<file path="config.mk">
export PLATFORM = sky130hd
export DESIGN_NAME = sdes_block_engine
export DESIGN_NICKNAME = d
export VERILOG_FILES = /design/src/rtl/sdes_block_engine.sv
export SDC_FILE = /design/constraint.sdc
export NUM_CORES = 1
export LEC_CHECK = 0
export CAP_MARGIN = 10
export CORE_ASPECT_RATIO = 0.5
export CORE_MARGIN = 2
export CORE_UTILIZATION = 48
export DETAILED_ROUTE_END_ITERATION = 16
export PLACE_DENSITY = 0.73
export SETUP_SLACK_MARGIN = 0.5
export SKIP_LAST_GASP = 1
export SYNTH_ARGS = -nofsm -noshare
export SYNTH_HDL_FRONTEND = slang
export SYNTH_SLANG_ARGS = --single-unit
export TNS_END_PERCENT = 30
</file>
<file path="constraint.sdc">
create_clock -name clk -period 2.5 [get_ports clk]
set_clock_uncertainty 0.05 [all_clocks]
set_input_delay 0.5 -clock clk [delete_from_list [all_inputs] [get_ports clk]]
set_output_delay 0.5 -clock clk [all_outputs]
set_load 0.02 [all_outputs]
</file>
<file path="src/rtl/sdes_block_engine.sv">
// sdes_block_engine: multi-byte S-DES engine, two cycles per byte.
// ECB or CBC, encrypt or decrypt, valid/ready handshake on both sides.
module sdes_block_engine #(
    parameter int NBYTES = 4
) (
    input  logic                clk,
    input  logic                rstn,
    input  logic                in_valid,
    output logic                in_ready,
    input  logic [8*NBYTES-1:0] in_data,
    input  logic [9:0]          in_key,
    input  logic                in_decrypt,
    input  logic                in_cbc,
    input  logic [7:0]          in_iv,
    output logic                out_valid,
    input  logic                out_ready,
    output logic [8*NBYTES-1:0] out_data
);

    localparam int IW = (NBYTES > 1) ? $clog2(NBYTES) : 1;
    localparam logic [IW-1:0] LAST = IW'(NBYTES - 1);

    // S-box entries packed row-major, entry {row,col} at bits [2*idx +: 2]
    localparam logic [31:0] S0_TAB = 32'hB7D8_1BB1;
    localparam logic [31:0] S1_TAB = 32'hC613_D2E4;

    typedef enum logic [1:0] {IDLE, R1, R2, DONE} state_t;

    state_t state;
    state_t state_nx;

    logic [8*NBYTES-1:0] blk_q;
    logic [9:0]          key_q;
    logic                dec_q;
    logic                cbc_q;
    logic [7:0]          iv_q;
    logic [7:0]          chain_q;
    logic [7:0]          mid_q;
    logic [IW-1:0]       idx;

    logic [9:0] key_p;
    logic [9:0] key_ls1;
    logic [9:0] key_ls3;
    logic [7:0] k1;
    logic [7:0] k2;
    logic [7:0] ka;
    logic [7:0] kb;
    logic [7:0] cur_byte;
    logic [7:0] chain_use;
    logic [7:0] r1_in;
    logic [7:0] r1_fk;
    logic [7:0] r1_out;
    logic [7:0] r2_raw;
    logic [7:0] r2_out;
    logic [7:0] chain_nx;

    function automatic logic [9:0] p10(input logic [9:0] k);
        return {k[7], k[5], k[8], k[3], k[6],
                k[0], k[9], k[1], k[2], k[4]};
    endfunction

    function automatic logic [7:0] p8(input logic [9:0] k);
        return {k[4], k[7], k[3], k[6],
                k[2], k[5], k[0], k[1]};
    endfunction

    function automatic logic [4:0] rol1(input logic [4:0] h);
        return {h[3:0], h[4]};
    endfunction

    function automatic logic [4:0] rol2(input logic [4:0] h);
        return {h[2:0], h[4:3]};
    endfunction

    function automatic logic [7:0] ip(input logic [7:0] x);
        return {x[6], x[2], x[5], x[7],
                x[4], x[0], x[3], x[1]};
    endfunction

    function automatic logic [7:0] ipinv(input logic [7:0] x);
        return {x[4], x[7], x[5], x[3],
                x[1], x[6], x[0], x[2]};
    endfunction

    function automatic logic [7:0] ep(input logic [3:0] r);
        return {r[0], r[3], r[2], r[1],
                r[2], r[1], r[0], r[3]};
    endfunction

    function automatic logic [3:0] p4(input logic [3:0] s);
        return {s[2], s[0], s[1], s[3]};
    endfunction

    function automatic logic [1:0] sbox(
        input logic [31:0] tab,
        input logic [3:0]  v
    );
        logic [4:0] sel;
        sel = {v[3], v[0], v[2], v[1], 1'b0};
        return tab[sel +: 2];
    endfunction

    function automatic logic [7:0] fk(
        input logic [7:0] x,
        input logic [7:0] k
    );
        logic [7:0] e;
        logic [3:0] p;
        e = ep(x[3:0]) ^ k;
        p = p4({sbox(S0_TAB, e[7:4]), sbox(S1_TAB, e[3:0])});
        return {x[7:4] ^ p, x[3:0]};
    endfunction

    assign key_p   = p10(key_q);
    assign key_ls1 = {rol1(key_p[9:5]), rol1(key_p[4:0])};
    assign key_ls3 = {rol2(key_ls1[9:5]), rol2(key_ls1[4:0])};
    assign k1      = p8(key_ls1);
    assign k2      = p8(key_ls3);

    // decryption runs the same rounds with the subkeys swapped
    assign ka = dec_q ? k2 : k1;
    assign kb = dec_q ? k1 : k2;

    // select the byte currently being processed
    always_comb begin
        cur_byte = '0;
        for (int i = 0; i < NBYTES; i++) begin
            if (idx == IW'(i)) cur_byte = blk_q[8*i +: 8];
        end
    end

    // the first byte chains off the captured iv
    assign chain_use = (idx == '0) ? iv_q : chain_q;

    assign r1_in  = (cbc_q && !dec_q) ? (cur_byte ^ chain_use) : cur_byte;
    assign r1_fk  = fk(ip(r1_in), ka);
    assign r1_out = {r1_fk[3:0], r1_fk[7:4]};

    assign r2_raw = ipinv(fk(mid_q, kb));
    assign r2_out = (cbc_q && dec_q) ? (r2_raw ^ chain_use) : r2_raw;

    // chain carries the ciphertext byte in both directions
    assign chain_nx = dec_q ? cur_byte : r2_out;

    // state register
    always_ff @(posedge clk or negedge rstn) begin
        if (!rstn) state <= IDLE;
        else       state <= state_nx;
    end

    // next state and handshake outputs
    always_comb begin
        state_nx  = state;
        in_ready  = 1'b0;
        out_valid = 1'b0;
        unique case (state)
            IDLE: begin
                in_ready = 1'b1;
                if (in_valid) state_nx = R1;
            end
            R1: state_nx = R2;
            R2: state_nx = (idx == LAST) ? DONE : R1;
            DONE: begin
                out_valid = 1'b1;
                if (out_ready) state_nx = IDLE;
            end
            default: state_nx = IDLE;
        endcase
    end

    // capture, per-byte round registers and result assembly
    always_ff @(posedge clk or negedge rstn) begin
        if (!rstn) begin
            blk_q    <= '0;
            key_q    <= '0;
            dec_q    <= 1'b0;
            cbc_q    <= 1'b0;
            iv_q     <= '0;
            chain_q  <= '0;
            mid_q    <= '0;
            idx      <= '0;
            out_data <= '0;
        end else begin
            if (state == IDLE && in_valid) begin
                blk_q <= in_data;
                key_q <= in_key;
                dec_q <= in_decrypt;
                cbc_q <= in_cbc;
                iv_q  <= in_iv;
                idx   <= '0;
            end
            if (state == R1) mid_q <= r1_out;
            if (state == R2) begin
                chain_q <= chain_nx;
                for (int i = 0; i < NBYTES; i++) begin
                    if (idx == IW'(i)) out_data[8*i +: 8] <= r2_out;
                end
                if (idx != LAST) idx <= idx + 1'b1;
            end
        end
    end

endmodule

</file>
After elaboration in Yosys (flattened, before gate mapping) --
Cells that the tools add are included. Widths: inputs -> output; s select.
Cells by class: $add $sub $neg 1, eq/ne operators 9, shift-type cells 4, muxes and demuxes 19, bitwise logic cells 6, reduce and logical (&&, ||, !) cells 11
Operators with widths (number):
- $shiftx 32x6->2 const A | 4
- $mux 8 | 10
- $xor 8x8->8 | 4
- $mux 2 | 6
- $reduce_and 2->1 | 5
- $eq 2x2->1 const B | 4
- $pmux 2 s4 | 1
- $xor 4x4->4 | 2
- $ne 2x2->1 const B | 3
- $eq 2x1->1 const B | 2
- $logic_not 2->1 | 2
- $logic_and 1x1->1 | 3
- $add 2x1->2 const B | 1
- $mux 1 | 2
- $logic_not 1->1 | 1
Word-level totals: register bits 104, output and inout port bits 34

Longest topological paths before layout --
Gate-level depths: netlist of run 1.
depth in word-level cells 10, gate-level depth with buffers 13, mapped depth without buffers 12

Worst setup path after synthesis of run 1 --
Ideal clock, no wire load.
kind reg-to-reg, from register idx[0], to register mid_q[1], arrival time 2.435 ns, setup slack -0.110 ns, cell stages (with the launch flop) 14, cell sequence dfrtp_1 inv_1 ha_1 nor2b_1 buf_4 a22oi_1 a21oi_2 xnor3_1 ha_1 inv_1 mux2_1 mux2_2 xnor2_1 o21ai_1
On the way: cells in the longest elaborated chain, start to end 10, elaborated cells on any way between the ends 14, those cells by class eq/ne (3); shift (1); mux (6); bitwise (3); reduce/logical (1)
RTL lines:
- start: declaration | line 39 | logic [IW-1:0] idx;
- start signal: assignment | line 198 | if (idx != LAST) idx <= idx + 1'b1;
- $logic_not 2->1 | line 128, 133
- $mux 8 (4 in a row) | line 128 | if (idx == IW'(i)) cur_byte = blk_q[8*i +: 8];
- $xor 8x8->8 | line 135 | assign r1_in = (cbc_q && !dec_q) ? (cur_byte ^ chain_use) : cur_byte;
- $mux 8 * | line 135
- $xor 8x8->8 | line 109 | e = ep(x[3:0]) ^ k;
- $shiftx 32x6->2 | line 100 | return tab[sel +: 2];
- $xor 4x4->4 * | line 111 | return {x[7:4] ^ p, x[3:0]};
- end signal: assignment | line 192 | if (state == R1) mid_q <= r1_out;
- end: declaration | line 38 | logic [7:0] mid_q;
Every way passes the cells marked *; elsewhere a longest branch is shown, timed or not. A chain may end at the register's enable or synchronous reset.

Final worst setup path of run 1 --
from register idx[1], to register mid_q[1]
Same word-level chain as after synthesis.

==> results.md, run 1 <==
- Vias in the first global route: 4,020
- Die ar.: approximately 12,000 um^2
- # hold bufs at CTS: 0
- Final Setup Violations: 4
- Status: finished with violations
- Fin. Hold Viols: 0
- Measured slew at the worst slew-check pin: a little under 600 ps
- YS warnings: 0
- Chip width: 152.3 um
- Max_slew headroom: 0.6085
- Vias per cell: 5.252
- Routability cong.: 0.9374
- CTS sink cnt: 104
- DRT iter0 DRCs: 175
- Placed inst area: 6624 um^2
- Fmax: between 0.3 and 0.4 GHz
- Failing checks: negative setup slack
- Number of synthesized flops with an enable pin: 0
- Post-Route WL: between 10 and 15 mm
- Crit Path Max Fanout: 4
- RSZ-0062 raised after global routing: yes
- Final worst-path setup slack: -126.3 ps
- Library cell with the largest summed area after synthesis: dfrtp_1
- Hold crit path type: input port to async pin
- Clk pin slew, worst setup/hold paths: ~80 ps
- IO buf count: 89
- Final instance area: 7446 um^2
- NumNets Final: 680
- Critical path class: flip-flop to flip-flop
- Detailed Place HPWL: 9.136 mm
- CP required: approximately 2700 ps
- First-pass GRT wire length: 21.05 mm
- Wire per inst: 17.13 um
- Fin crit period: roughly 2600 ps
- Filler cells: between 700 and 800
- CTS buffer count: 9
- Critical Path AT: 2840 ps
- Grt ovf: 0
- Post-synthesis async set-or-reset flop share: 1.000
- Max-slew violation count: 0
- Most used DFF post-synth: dfrtp_1
- Critical Path Source Type: flip-flop
- Synthesized Nets: about 530
- Total track usage: 0.2256
- Die height: 78.14 um
- Layout area overhead: 41.12%
- DR vias: roughly 4k
- Antenna viol nets, final: 0
- Core area: ~10,000 um^2
- Final core utilization: 0.7130
- Antenna cells: 0
- Initial DRT Pass Iterations: 4
- Pin count of the biggest net entering global routing: 54
- Synth area leaders: dfrtp_1 (49%), mux2_2 (12%), xnor2_1 (6.6%)
- Clock Latency Late Sink: 350 ps
- Reg2Reg Depth: 12
- Share of the yosys chip area belonging to registers: 0.4932
- Fin crit share: 1.051
- Yosys top cell area share: 0.4932
- FF+latch count, synth: 104
- Site row count: 26
- Root buf cell: clkbuf_16
- Synth unique cells: about 50
- Syn_area_per_cell: approximately 11 um^2
- Mapped Cells: ~470
- Crit. End Element: flip-flop
- CTS tree: built
- Residual DRC count: 0
- Mapped cell area: 5276 um^2
- Share of post-route cells with drive strength above 1: 0.3392
- Bufs on Longest Clock Path: 2
- Initial core utilization: 0.5053
- Antenna violations before repair: 0
- Number of max-cap violations: 0
- Io pins: 90
- Number of H-tree levels: 3
## Yosys cell counts, types with 2 or more instances
library cell,number
or2_2,2
xor2_1,8
a21oi_2,3
a22oi_1,6
buf_4,3
buf_6,4
inv_1,7
nor2_1,20
a21oi_1,13
mux2_2,57
o22ai_1,4
nand2_1,62
a221oi_1,2
clkbuf_1,14
ha_1,7
o21a_1,2
nor3_1,2
dfrtp_1,104
nor2b_1,6
xnor2_1,40
nor2_2,3
o211ai_1,2
o21ai_1,4
mux2i_1,26
o21ai_0,42
o21ai_2,3
## layout make-up
type / instances / area, um^2 / share of cell area
multi-input cells: 335 / 2839 / 0.3813
repair buffers: 160 / 1493 / 0.2005
clock inverters: 7 / 85.08 / 0.01143
flip-flops and latches: 104 / 2603 / 0.3495
clock buffers: 9 / 225.2 / 0.03025
well taps: 140 / 175.2 / 0.02353
inverters: 7 / 26.28 / 0.003529
## logic make-up after synthesis
logic type,Yosys count,synth area share
adder cells (fa/ha/maj),7,0.01660
multiplexers,85,0.1757
AND/OR/NAND/NOR,105,0.08798
flip-flops,104,0.4932
XOR/XNOR,50,0.08703
buffers and inverters,32,0.03675
AO/OA/AOI/OAI,88,0.1027
## sequential cells by signal, indices dropped and copies added (netlist names)
| signal | cells |
|---|---|
| key_q | 10 |
| dec_q | 1 |
| out_data | 32 |
| mid_q | 8 |
| blk_q | 32 |
| cbc_q | 1 |
| chain_q | 8 |
| state | 2 |
| idx | 2 |
| iv_q | 8 |
## placed cells by master (no fill, tap or decap), drive strengths merged, types with 2 or more instances in the layout
cell and instances:
nor3 2, nor2 24, nor2b 6, clkbuf 9, nand2 62, clkinvlp 2, dfrtp 104, xor2 8
inv 10, o211ai 2, or2 2, o21a 2, nand2b 2, a221oi 2, o21ai 49, ha 7
a22oi 6, xnor2 41, buf 72, mux2i 27, a21oi 17, clkdlybuf4s50 88, mux2 58, o22ai 5
## final timing paths
check                                to  slack (ps)         start
setup / recovery               mid_q[1]        -130        idx[1]
min in group clk           out_data[20]         430  out_data[20]
hold / removal               chain_q[4]          70          rstn
setup reg to reg               mid_q[1]        -130        idx[1]
max in group asynchronous       iv_q[7]        1690          rstn
hold reg to reg            out_data[20]         430  out_data[20]
## critical path, stage by stage (launching register included)
cell and delay, ps:
dfrtp_1 400, inv_2 100, ha_4 180, buf_6 140, mux2i_4 270, nor2_4 60
xnor3_1 330, ha_2 180, inv_1 30, mux2_4 260, mux2_4 280, xnor2_2 130
o21ai_1 140
## metrics by stage
stage,setup slack [ps],hold slack [ps],instances,TNS (ps)
global placement,-95.09,410.6,726,-184.3
global route,-229.9,94.40,762,-1730
finish,-126.3,69.78,762,-251.1
detailed placement,-205.8,420.6,726,-586.2
CTS,-74.73,78.50,755,-74.73
floorplan,-48.57,154.4,471,-48.57
## layer usage
metal	vias up	global-route usage	wire, um
met2	109	0.3441	5789
met3	9	0.05080	676
met1	1977	0.3323	6485
met4	0	0.04766	99
li1	1907	-	-
met5	-	0	0
## what timing repair did
action,4_1_cts,5_1_grt
gates cloned,0,0
endpoints found under the setup margin,42,44
pin swaps,24,18
gates resized for setup,50,30
setup buffers,13,7
Power of run 1 is not shown: default switching activity piles up to over one toggle a cycle in this logic, so the estimate is an artifact.
==> inputs of run 2 (changes only) <==
ABC_AREA = 1   (was not set)
CORE_UTILIZATION = 49   (was 48)
PLACE_DENSITY = 0.74   (was 0.73)
==> run 2 against run 1 <==
- the run now ends clean
- first-iteration DRC count increased by 77%
- fmax increased by 13%
- global-route usage increased by 2.5 points
- design area increased by 4.3%
- non-clock buffer count decreased by 10
- largest cell class unchanged
- highest routed layer unchanged
==> results.md, run 2 <==
- Routability cong.: 0.9009
- Max stage delay cell, worst path: dfrtp_2
- Fin. Hold Viols: 0
- Vias in the first global route: 4,797
- Number of max-cap violations: 0
- Critical Path AT: 2520 ps
- Initial core utilization: 0.4993
- Critical-path cell list: inv_4 -> ha_4 -> buf_6 -> nand2_1 -> o21ai_2 -> nor2_2 -> inv_2 -> nand2_4 -> nand2_2 -> nand2_1 -> nand2_1 -> ha_1 -> or2_1 -> nand2_1 -> nand2_1 -> nand3_1 -> nand2_1
- Antenna cells: 0
- Pin count of the biggest net entering global routing: 72
- Max_slew headroom: 0.6291
- DRT iter0 DRCs: 310
- CP most frequent cell: nand2_1
- RSZ-0062 raised after global routing: yes
- CP required: between 2000 and 3000 ps
- Wire per inst: 16.24 um
- Reg2Reg Depth: 17
- Clk pin slew, worst setup/hold paths: 70 ps
- Number of synthesized flops with an enable pin: 0
- Number of H-tree levels: 3
- Detailed Place HPWL: just over 10 mm
- Antenna violations before repair: 0
- Fmax: roughly 0.43 GHz
- Status: complete, no violations
- Critical Path Source Type: flip-flop
- Most used DFF post-synth: dfrtp_1
- First-pass GRT wire length: 23.77 mm
- Count leader, synth: nand2_1
- Worst setup path endpoint: mid_q[1]
- IO buf count: 89
- Synth cell count leaders: nand2_1 (192), dfrtp_1 (104), mux2_2 (50)
- Layout area overhead: 42.03%
- CTS tree: built
- Delay of the slowest critical-path stage: 400 ps
- Bufs on Longest Clock Path: 2
- Max-slew violation count: 0
- NumNets Final: approximately 840
- Total track usage: 0.2507
- Share of post-route cells with drive strength above 1: 0.2962
- Setup WS pre-CTS: 21.05 ps
- Measured slew at the worst slew-check pin: 550.5 ps
- Post-synthesis async set-or-reset flop share: 1.000
- Grt ovf: 0
- Synth area leaders: dfrtp_1 (48%), nand2_1 (13%), mux2_2 (10%)
- YS warnings: 0
- Fin crit period: around 2300 ps
- Antenna viol nets, final: 0
- Core area: 10,950 um^2
- Worst Setup SP: idx[0]
- FF-to-FF setup slack: 180 ps
- Site row count: 27
- Io pins: 90
- Final worst-path setup slack: 179.2 ps
- Syn_area_per_cell: 8.593 um^2
- Commonest non-fill, non-tap cell in the layout: nand2_1
- Vias per cell: around 5.3
- Synthesized Nets: 699
- Crit. End Element: flip-flop
- Root buf cell: clkbuf_16
- Share of the yosys chip area belonging to registers: 0.4762
- Crit Path Max Fanout: 5
- Initial DRT Pass Iterations: 6
- Mapped cell area: 5465 um^2
- Die height: roughly 79 um
- Library cell with the largest summed area after synthesis: dfrtp_1
- Reg-to-Reg End: mid_q[1]
- Filler cells: 830
- Hold crit path type: input port to async pin
- Most frequent cells in the layout: nand2_1 (153), dfrtp_1 (102), clkdlybuf4s50_1 (88), buf_4 (52), mux2_2 (48)
- Critical path class: flip-flop to flip-flop
- Inst Count DP: 871
- Area occupied by multi-input gates: 3038 um^2
- Clock Latency Late Sink: ~350 ps
- DR vias: 4,917
- Residual DRC count: 0
- Synth unique cells: 32
- Final Setup Violations: 0
- Die ar.: 12,070 um^2
- Met1 WL: slightly below 7 mm
- DR WL met3: 1.065 mm
- FF+latch area: 2605 um^2
- FF+latch count, synth: 104
- Setup TNS: 0 ps
- CTS sink cnt: 104
- # hold bufs at CTS: 0
- Worst r2r src: idx[0]
- Post-Route WL: 15.03 mm
- Met2 routed WL: 6.769 mm
- Uppermost routed layer: met4
- CTS buffer count: 9
- Largest regs: blk_q: 32 flops, out_data: 32 flops, key_q: 10 flops
- Fin crit share: 0.9283
- Final Non-Filler Cells: 925
- Chip width: 153.4 um
- Mapped Cells: 636
- Yosys top cell area share: 0.4762
==> run 2: changes by cell type in the layout (fill, tap and decap cells not counted), moves of 11 or more <==
cell     before  now
a21oi_1      11   33
nand2_2       1   30
nor2_1       18   32
nand3_1       1   30
xnor2_1      27    2
nand2_4       0   12
mux2i_1      19    0
xnor2_2      14    3
inv_1         4   41
nand2_1      61  153
==> run 2: cell families (layout without fill, tap and decap cells) <==
family | count (synthesis) | count (layout) | share of synthesized area
buffers and inverters | 72 | 216 | 0.05632
flip-flops | 104 | 104 | 0.4762
adder cells (fa/ha/maj) | 7 | 7 | 0.01602
AO/OA/AOI/OAI | 90 | 90 | 0.08906
AND/OR/NAND/NOR | 289 | 289 | 0.2182
multiplexers | 50 | 50 | 0.1030
XOR/XNOR | 24 | 24 | 0.04121
==> run 2: through the flow <==
stage,util,instance area (um^2),hold WS (ps)
6_report,0.7092,7762,54.69
2_1_floorplan,-,5504,154.4
3_5_place_dp,0.6085,6660,424.3
5_1_grt,0.7092,7762,88.85
4_1_cts,0.6813,7457,70.28
3_3_place_gp,0.6085,6660,416.1
==> run 2: worst max-delay path, delay by kind of cell (launching register included) <==
family                     cells  cell delay (ps)
DFF                            1              400
and+or+nand+nor               11             1000
AOI/OAI and AO/OA              1               70
adders and majority gates      2              450
buffers and inverters          3              260
==> run 2: cell type report <==
| class | count | share of cell area |
|---|---|---|
| clock buffer | 11 | 0.03127 |
| clock inverter | 5 | 0.008221 |
| inverter | 50 | 0.02643 |
| multi-input combinational | 460 | 0.3914 |
| sequential | 104 | 0.3356 |
| tap | 145 | 0.02337 |
| timing repair buffer | 150 | 0.1838 |
==> run 2: repair_timing <==
action                                  CTS  global route
endpoints found under the setup margin   38            45
cloned                                    1             0
gates resized for setup                  76            53
buffers inserted                         24            13
pin swaps                                21            26
==> run 2: how the worst min path moves through the flow <==
stage / from / to / slack [ps]
floorplan: rstn / blk_q[0] / 150
global placement: chain_q[7] / chain_q[7] / 420
detailed placement: chain_q[0] / chain_q[0] / 420
CTS: rstn / blk_q[7] / 70
global route: rstn / blk_q[12] / 90
finish: rstn / blk_q[12] / 50
==> run 2: routing by layer <==
metal,global-route usage,vias up
met1,0.3461,2352
met5,0.03030,-
met3,0.06792,36
met4,0.07890,0
li1,-,2335
met2,0.3862,194
Power of run 2 is left out for the same reason.
